`config.mk`:
```
export PLATFORM = sky130hd
export DESIGN_NAME = mic_peak_level_flat
export DESIGN_NICKNAME = d
export VERILOG_FILES = /design/src/rtl/mic_peak_level_if.sv /design/src/rtl/mic_peak_level.sv /design/src/flat_wrapper.sv
export SDC_FILE = /design/constraint.sdc
export NUM_CORES = 1
export LEC_CHECK = 0
export CAP_MARGIN = 30
export CORE_AREA = 2 2 90 92
export DETAILED_ROUTE_END_ITERATION = 12
export DIE_AREA = 0 0 92 94
export PLACE_DENSITY = 0.74
export SLEW_MARGIN = 10
export SYNTH_ARGS = -nofsm -noshare
export SYNTH_HDL_FRONTEND = slang
export SYNTH_SLANG_ARGS = --single-unit
```
`constraint.sdc`:
```
create_clock -name clk -period 4.5 [get_ports clk]
set_input_delay 0.675 -clock clk [delete_from_list [all_inputs] [get_ports clk]]
set_output_delay 0.675 -clock clk [all_outputs]
set_load 0.02 [all_outputs]
```
`src/rtl/mic_peak_level_if.sv`:
```
// Measurement controls and result outputs of the mic peak-level meter.
// The meter side uses the slave modport; whatever drives it uses master.
interface mic_peak_level_if #(
    parameter int DATA_W  = 12,
    parameter int LEVEL_W = 4
);
    logic               en;
    logic               hold_en;
    logic [DATA_W-1:0]  mic_in;
    logic [DATA_W-1:0]  peak_out;
    logic [LEVEL_W-1:0] level_out;
    logic               level_valid;
    logic               busy;

    modport master (
        output en, hold_en, mic_in,
        input  peak_out, level_out, level_valid, busy
    );

    modport slave (
        input  en, hold_en, mic_in,
        output peak_out, level_out, level_valid, busy
    );
endinterface

```
`src/rtl/mic_peak_level.sv`:
```
// Windowed peak detector with a linear threshold-ladder quantiser and optional
// peak-hold with stepwise decay. Results arrive n+3 edges after a window closes.
module mic_peak_level #(
    parameter int DATA_W    = 12,
    parameter int LEVEL_W   = 4,
    parameter int WINDOW    = 4000,
    parameter int BASE      = 2300,
    parameter int STEP      = 75,
    parameter int DECAY_WIN = 8
) (
    input  logic            clk,
    input  logic            rst,
    mic_peak_level_if.slave bus
);
    localparam int CNT_W  = (WINDOW > 1) ? $clog2(WINDOW) : 1;
    localparam int THR_W  = DATA_W + LEVEL_W + 1;
    localparam int DCNT_W = $clog2(DECAY_WIN + 1);

    localparam logic [LEVEL_W-1:0] L_MAX     = '1;
    localparam logic [CNT_W-1:0]   CNT_LAST  = CNT_W'(WINDOW - 1);
    localparam logic [THR_W-1:0]   THR_BASE  = THR_W'(BASE);
    localparam logic [THR_W-1:0]   THR_STEP  = THR_W'(STEP);
    localparam logic [DCNT_W-1:0]  DCNT_LAST = DCNT_W'(DECAY_WIN - 1);

    typedef enum logic [1:0] {
        ST_ACCUM,
        ST_QUANT,
        ST_UPDATE
    } state_t;

    // Window accumulation
    logic [CNT_W-1:0]   r_cnt;
    logic [DATA_W-1:0]  r_acc;
    logic [DATA_W-1:0]  r_pk;
    logic               r_close;
    logic [DATA_W-1:0]  w_max;

    // Quantiser
    state_t             r_state;
    state_t             w_state_nxt;
    logic [THR_W-1:0]   r_thr;
    logic [THR_W-1:0]   w_thr_nxt;
    logic [LEVEL_W-1:0] r_n;
    logic [LEVEL_W-1:0] w_n_nxt;
    logic               w_do_update;

    // Outputs and hold
    logic [DATA_W-1:0]  r_peak_out;
    logic [LEVEL_W-1:0] r_level_out;
    logic               r_level_valid;
    logic [DCNT_W-1:0]  r_dcnt;

    assign w_max = (bus.mic_in > r_acc) ? bus.mic_in : r_acc;

    // NOTE: every register in this file uses <= so that all blocks sample the
    // pre-edge values of each other's state, independent of evaluation order.
    always_ff @(posedge clk) begin
        if (rst) begin
            r_cnt   <= '0;
            r_acc   <= '0;
            r_pk    <= '0;
            r_close <= 1'b0;
        end else begin
            r_close <= 1'b0;
            if (!bus.en) begin
                r_cnt <= '0;
                r_acc <= '0;
            end else if (r_cnt == CNT_LAST) begin
                r_cnt   <= '0;
                r_acc   <= '0;
                r_pk    <= w_max;
                r_close <= 1'b1;
            end else begin
                r_cnt <= r_cnt + 1'b1;
                r_acc <= w_max;
            end
        end
    end

    always_ff @(posedge clk) begin
        if (rst) begin
            r_state <= ST_ACCUM;
            r_thr   <= '0;
            r_n     <= '0;
        end else begin
            r_state <= w_state_nxt;
            r_thr   <= w_thr_nxt;
            r_n     <= w_n_nxt;
        end
    end

    // NOTE: each signal driven here gets a default first, so no path through
    // the case statement can leave it unassigned and infer a latch.
    always_comb begin
        w_state_nxt = r_state;
        w_thr_nxt   = r_thr;
        w_n_nxt     = r_n;
        w_do_update = 1'b0;
        case (r_state)
            ST_ACCUM: begin
                if (r_close) begin
                    w_state_nxt = ST_QUANT;
                    w_thr_nxt   = THR_BASE;
                    w_n_nxt     = '0;
                end
            end
            ST_QUANT: begin
                // One rung of the ladder per cycle; the wide threshold cannot wrap.
                if ((THR_W'(r_pk) >= r_thr) && (r_n != L_MAX)) begin
                    w_n_nxt   = r_n + 1'b1;
                    w_thr_nxt = r_thr + THR_STEP;
                end else begin
                    w_state_nxt = ST_UPDATE;
                end
            end
            ST_UPDATE: begin
                w_do_update = 1'b1;
                w_state_nxt = ST_ACCUM;
            end
            default: begin
                w_state_nxt = ST_ACCUM;
            end
        endcase
    end

    always_ff @(posedge clk) begin
        if (rst) begin
            r_peak_out    <= '0;
            r_level_out   <= '0;
            r_level_valid <= 1'b0;
            r_dcnt        <= '0;
        end else begin
            r_level_valid <= w_do_update;
            if (w_do_update) begin
                r_peak_out <= r_pk;
                if (!bus.hold_en || (r_n >= r_level_out)) begin
                    r_level_out <= r_n;
                    r_dcnt      <= '0;
                end else if (r_dcnt == DCNT_LAST) begin
                    // Held level is strictly above n here, so one step down stays >= n.
                    r_level_out <= r_level_out - 1'b1;
                    r_dcnt      <= '0;
                end else begin
                    r_dcnt <= r_dcnt + 1'b1;
                end
            end
        end
    end

    assign bus.peak_out    = r_peak_out;
    assign bus.level_out   = r_level_out;
    assign bus.level_valid = r_level_valid;
    assign bus.busy        = (r_state != ST_ACCUM);

endmodule

```
`src/flat_wrapper.sv`:
```
// flat-port wrapper written by rule: the top's interface ports become plain ports
module mic_peak_level_flat 
#(
    parameter int DATA_W    = 12,
    parameter int LEVEL_W   = 4,
    parameter int WINDOW    = 4000,
    parameter int BASE      = 2300,
    parameter int STEP      = 75,
    parameter int DECAY_WIN = 8
)
  (clk, rst, bus_en, bus_hold_en, bus_mic_in, bus_peak_out, bus_level_out, bus_level_valid, bus_busy);
  mic_peak_level_if #(.DATA_W(DATA_W), .LEVEL_W(LEVEL_W)) bus_i ();
  input  logic clk;
  input  logic rst;
  input wire logic [$bits(bus_i.en)-1:0] bus_en;
  input wire logic [$bits(bus_i.hold_en)-1:0] bus_hold_en;
  input wire logic [$bits(bus_i.mic_in)-1:0] bus_mic_in;
  output wire logic [$bits(bus_i.peak_out)-1:0] bus_peak_out;
  output wire logic [$bits(bus_i.level_out)-1:0] bus_level_out;
  output wire logic [$bits(bus_i.level_valid)-1:0] bus_level_valid;
  output wire logic [$bits(bus_i.busy)-1:0] bus_busy;
  assign bus_i.en = bus_en;
  assign bus_i.hold_en = bus_hold_en;
  assign bus_i.mic_in = bus_mic_in;
  assign bus_peak_out = bus_i.peak_out;
  assign bus_level_out = bus_i.level_out;
  assign bus_level_valid = bus_i.level_valid;
  assign bus_busy = bus_i.busy;
  mic_peak_level #(.DATA_W(DATA_W), .LEVEL_W(LEVEL_W), .WINDOW(WINDOW), .BASE(BASE), .STEP(STEP), .DECAY_WIN(DECAY_WIN)) u_core (.clk(clk), .rst(rst), .bus(bus_i));
endmodule
```
# [Word-level counts from Yosys, hierarchy flattened]
# Index checks and enable logic that the tools add are counted.
[word_totals] ff_bits=81 wordCells=57 in_bits=16
[classes] eq_ne=8 reduce_logical=13 muxes=16 n_lt_le_gt_ge=3 n_addsub=5 n_bitwise=1
[op_table] op="$mux W17" n=2
[op_table] op="$pmux W17 S2" n=1
[op_table] op="$mux W4" n=6
[op_table] op="$add A17 B7 Y17 const B" n=1
[op_table] op="$ge A12 B17 Y1" n=1
[op_table] op="$add A12 B1 Y12 const B" n=1
[op_table] op="$eq A12 B12 Y1 const B" n=1
[op_table] op="$gt A12 B12 Y1" n=1
[op_table] op="$mux W12" n=1
[op_table] op="$add A4 B1 Y4 const B" n=2
[op_table] op="$pmux W4 S2" n=1
[op_table] op="$reduce_and A2 Y1" n=3
[op_table] op="$reduce_bool A2 Y1" n=3
[op_table] op="$eq A4 B3 Y1 const B" n=1
[op_table] op="$ge A4 B4 Y1" n=1
[op_table] op="$mux W2" n=2
[op_table] op="$ne A2 B1 Y1 const B" n=2
[op_table] op="$ne A4 B4 Y1 const B" n=1
[op_table] op="$pmux W2 S2" n=1
[op_table] op="$sub A4 B1 Y4 const B" n=1
[op_table] op="$reduce_and A3 Y1" n=1
[op_table] op="$reduce_or A3 Y1" n=1
[op_table] op="$eq A2 B1 Y1 const B" n=1
[op_table] op="$eq A2 B2 Y1 const B" n=1
[op_table] op="other kinds (8)" n=9

# [Depth between registers and ports, before layout]
[depth] word_depth=4 mapped_depth=9 depth_no_buf=8

# [Least setup slack after synthesis]
# Ideal clock, no wire load.
[synth_path] kind="input to register" start="input bus_mic_in[5]" end="register u_core.r_pk[10]" slack_ns=1.909 arrival_ns=2.472 setup_ns=0.119 t_required_ns=4.381 stages=8 cell_sequence="ha_1 a21o_1 a221o_1 a221oi_1 and2_1 o21ai_0 clkbuf_1 o221a_2"
[synth_between] elab_chain_cells=2
[synth_rtl] element="from (decl)" line_no="flat_wrapper.sv:17" source="input wire logic [$bits(bus_i.mic_in)-1:0] bus_mic_in;"
[synth_rtl] element="$gt A12 B12 Y1" line_no="mic_peak_level.sv:53" source="assign w_max = (bus.mic_in > r_acc) ? bus.mic_in : r_acc;"
[synth_rtl] element="$mux W12" line_no="mic_peak_level.sv:53"
[synth_rtl] element="to (signal assigned)" line_no="mic_peak_level.sv:71" source="r_pk <= w_max;"
[synth_rtl] element="to (decl)" line_no="mic_peak_level.sv:34" source="logic [DATA_W-1:0] r_pk;"
# Every way passes these cells.
# A chain may end at the register's enable or synchronous reset.

# [Final worst setup path]
[layout_path] start="input bus_mic_in[7]" end="register u_core.r_pk[3]"
# The elaborated chain is that of the path after synthesis.

==> run summary <==
# Max-Cap Violations - 0
Startpoint types - primary input
Worst r2r dst - u_core.r_pk[3]$_SDFFE_PP0P_
Worst skew pair latency - 350 ps
Post-synth EDFFs - 0
Yosys cell types - 51
Most frequent cells in the layout - dfxtp_1 (81), nor2_1 (69), nand2_1 (50)
Die Y - 94 um
Achievable Freq - 0.328 GHz
FF-to-FF Start - u_core.r_acc[7]$_SDFF_PP0_
Final setup fails - 0
Syn Area/Cell - 8.34 um^2
H-tree levels - 3
Hold_sp - u_core.r_cnt[0]$_SDFF_PP0_
Synthesized area - 0.00409 mm^2
Inserted Diodes - 0
Critical path peak fanout - 7
Hold Path Stages - 1
Layout net count - 568
Die Area - 0.00865 mm^2
Antenna Violating Nets Remaining - 0
Clock tree buffer depth - 2
Reg-to-reg slack, setup - 1860 ps
Status - completed
Area grow syn2layout - 13.5%
Syn Inst Count - 491
Drt initial violations - 186
Required time of the critical path - 4740 ps
Initial Utilization - 53.8%
Crit Path Category - in2reg
PortBufs - 33
DP Cell Count - 610
FF-to-FF path depth - 9
Antenna violations before repair - 0
Relative slew slack - 37.0%
Flop and latch count out of synthesis - 81
Slew @ Worst Pin - 945 ps
Post-synth top flop - dfxtp_1
Min cycle time layout - 3050 ps
Clock sink count - 81
Global-route wire length before repair - 15,500 um
Final Hold Viols - 0
Row count - 32
Synth Warn # - 0
Clk root buf - clkbuf_8
Worst Path Arrival - 3300 ps
Worst VDD drop - 0.000144 V
Maximum number of pins on one net before global-route repair - 53
TritonCTS clock tree - yes
Fin Hold WS - 453 ps
WL per Instance - 14.2 um
Setup bufs post-CTS - 0
LEAKAGE - 1.74 nW
Gr usage total - 22.1%
Drt total wl - 8870 um
DRC violations left - 0
Post-CTS Hold Fix Bufs - 0
Layout cell share with drive strength beyond 1 - 7.66%
Core Region - 0.00761 mm^2
Post-Syn Nets - 540
CP Capture Type - flop
Async set-reset flop share out of synthesis - 0%
GR Overflow Total - 0
DP HPWL - 6590 um
Hold crit path type - reg2reg
GP Congestion - 0.852
Clock Skew - 6.78 ps
Hold path endpoint - u_core.r_cnt[0]$_SDFF_PP0_
Num ports - 34
Fin crit share - 67.8%
PwrDens - 269 mW/mm^2
Max-slew violations - 0
RSZ-0062 raised after global routing - no
Cts bufs inserted - 9
Most common cell after layout, fill and taps aside - dfxtp_1
Clk slew on worst S/H paths - 70 ps
Vias in the first global route - 3,486
Fill cell count - 678
Die X - 92 um
Initial DRT Pass Iterations - 4
Vias - 3,511
Resize count post-CTS - 0
Power, Total - 1.25 mW
Vias per cell - 5.63
Seq/Total Area, Yosys - 39.6%
Setup TNS - 0 ps
Post-Layout Cell Count - 624
[Yosys cell counts, types with 3 or more instances]
cell type   n  area, um^2
nor2_1     69         259
nor2b_1     6        37.5
nand3_1    15        75.1
nor3_1      9        45.0
a31oi_1     4        25.0
nand4_1     8        50.1
nor4_1      5        31.3
ha_1       33         413
buf_2       3        15.0
o221a_2    12         135
inv_1      35         131
a21oi_1    40         200
xor2_1      7        61.3
and3_1      9        56.3
dfxtp_1    81        1620
xnor2_1     5        43.8
a311oi_1    5        43.8
mux2i_1    12         120
nand2b_1    7        43.8
o21ai_0    16        80.1
o21a_1      3        22.5
clkbuf_1   16        60.1
nand2_1    50         188
and2_1      3        18.8
or2_2       4        25.0
[power breakdown]
| group | internal (mW) | leakage, nW | switching (mW) |
|---|---|---|---|
| combinational | 0.0360 | 1.00 | 0.0423 |
| sequential | 0.722 | 0.654 | 0.00485 |
| clock | 0.191 | 0.0778 | 0.252 |
[cells by family (layout without fill, tap and decap cells)]
kind of cell	count (synthesis)	in the layout	synth area share (%)
AND/OR/NAND/NOR	195	195	22.4
flip-flops	81	81	39.6
AO/OA/AOI/OAI	101	101	16.7
adder cells (fa/ha/maj)	33	33	10.1
multiplexers	13	13	3.21
XOR/XNOR	12	12	2.57
buffers and inverters	56	87	5.41
[state kept, by name, summed over array words and instances (netlist names), 2 cells and up]
| name | flops |
|---|---|
| u_core.bus.level_out | 4 |
| u_core.r_thr | 17 |
| u_core.r_dcnt | 4 |
| u_core.r_n | 4 |
| u_core.r_state | 2 |
| u_core.r_pk | 12 |
| u_core.bus.peak_out | 12 |
| u_core.r_cnt | 12 |
| u_core.r_acc | 12 |
[per-stage QoR]
step	setup WS, ps	area [um^2]	utilization (%)
final	1450	4640	61.0
after global routing	1380	4640	61.0
after CTS	1510	4640	61.0
after detailed placement	1120	4490	59.1
after global placement	999	4480	58.9
after floorplan	1910	4090	-
[final cells by class]
class	instances	area (um^2)	area share (%)
clock inverter	4	22.5	0.485
multi-input combinational	354	2250	48.5
timing repair buffer	38	363	7.81
tap	102	128	2.75
clock buffer	10	128	2.75
inverter	35	131	2.83
sequential	81	1620	34.9
[worst max-delay path, stage by stage]
cell and delay, ps:
clkdlybuf4s50_1 460, ha_1 340, and2_1 180, a221o_1 310, a221oi_1 350, and2_1 190, o21ai_0 250, buf_4 270
o221a_2 260
[worst max-delay path by stage]
stage,from,endpoint,cells after the start
2_1_floorplan,bus_mic_in[5],u_core.r_pk[10]$_SDFFE_PP0P_,8
3_3_place_gp,bus_mic_in[10],u_core.r_pk[9]$_SDFFE_PP0P_,8
3_5_place_dp,bus_mic_in[5],u_core.r_pk[4]$_SDFFE_PP0P_,9
4_1_cts,bus_mic_in[7],u_core.r_pk[5]$_SDFFE_PP0P_,9
5_1_grt,bus_mic_in[7],u_core.r_pk[4]$_SDFFE_PP0P_,9
6_report,bus_mic_in[7],u_core.r_pk[3]$_SDFFE_PP0P_,9
[routing by layer]
layer  global-route usage [%]  up-vias  part of all wire, %
met5                        0        -                    0
met4                     9.58        0                  1.5
met3                     4.49       12                  3.7
met2                     39.0       63                   50
met1                     26.1     1657                   45
li1                         -     1779                    -
No activity file was read; power rests on OpenSTA's default activity.
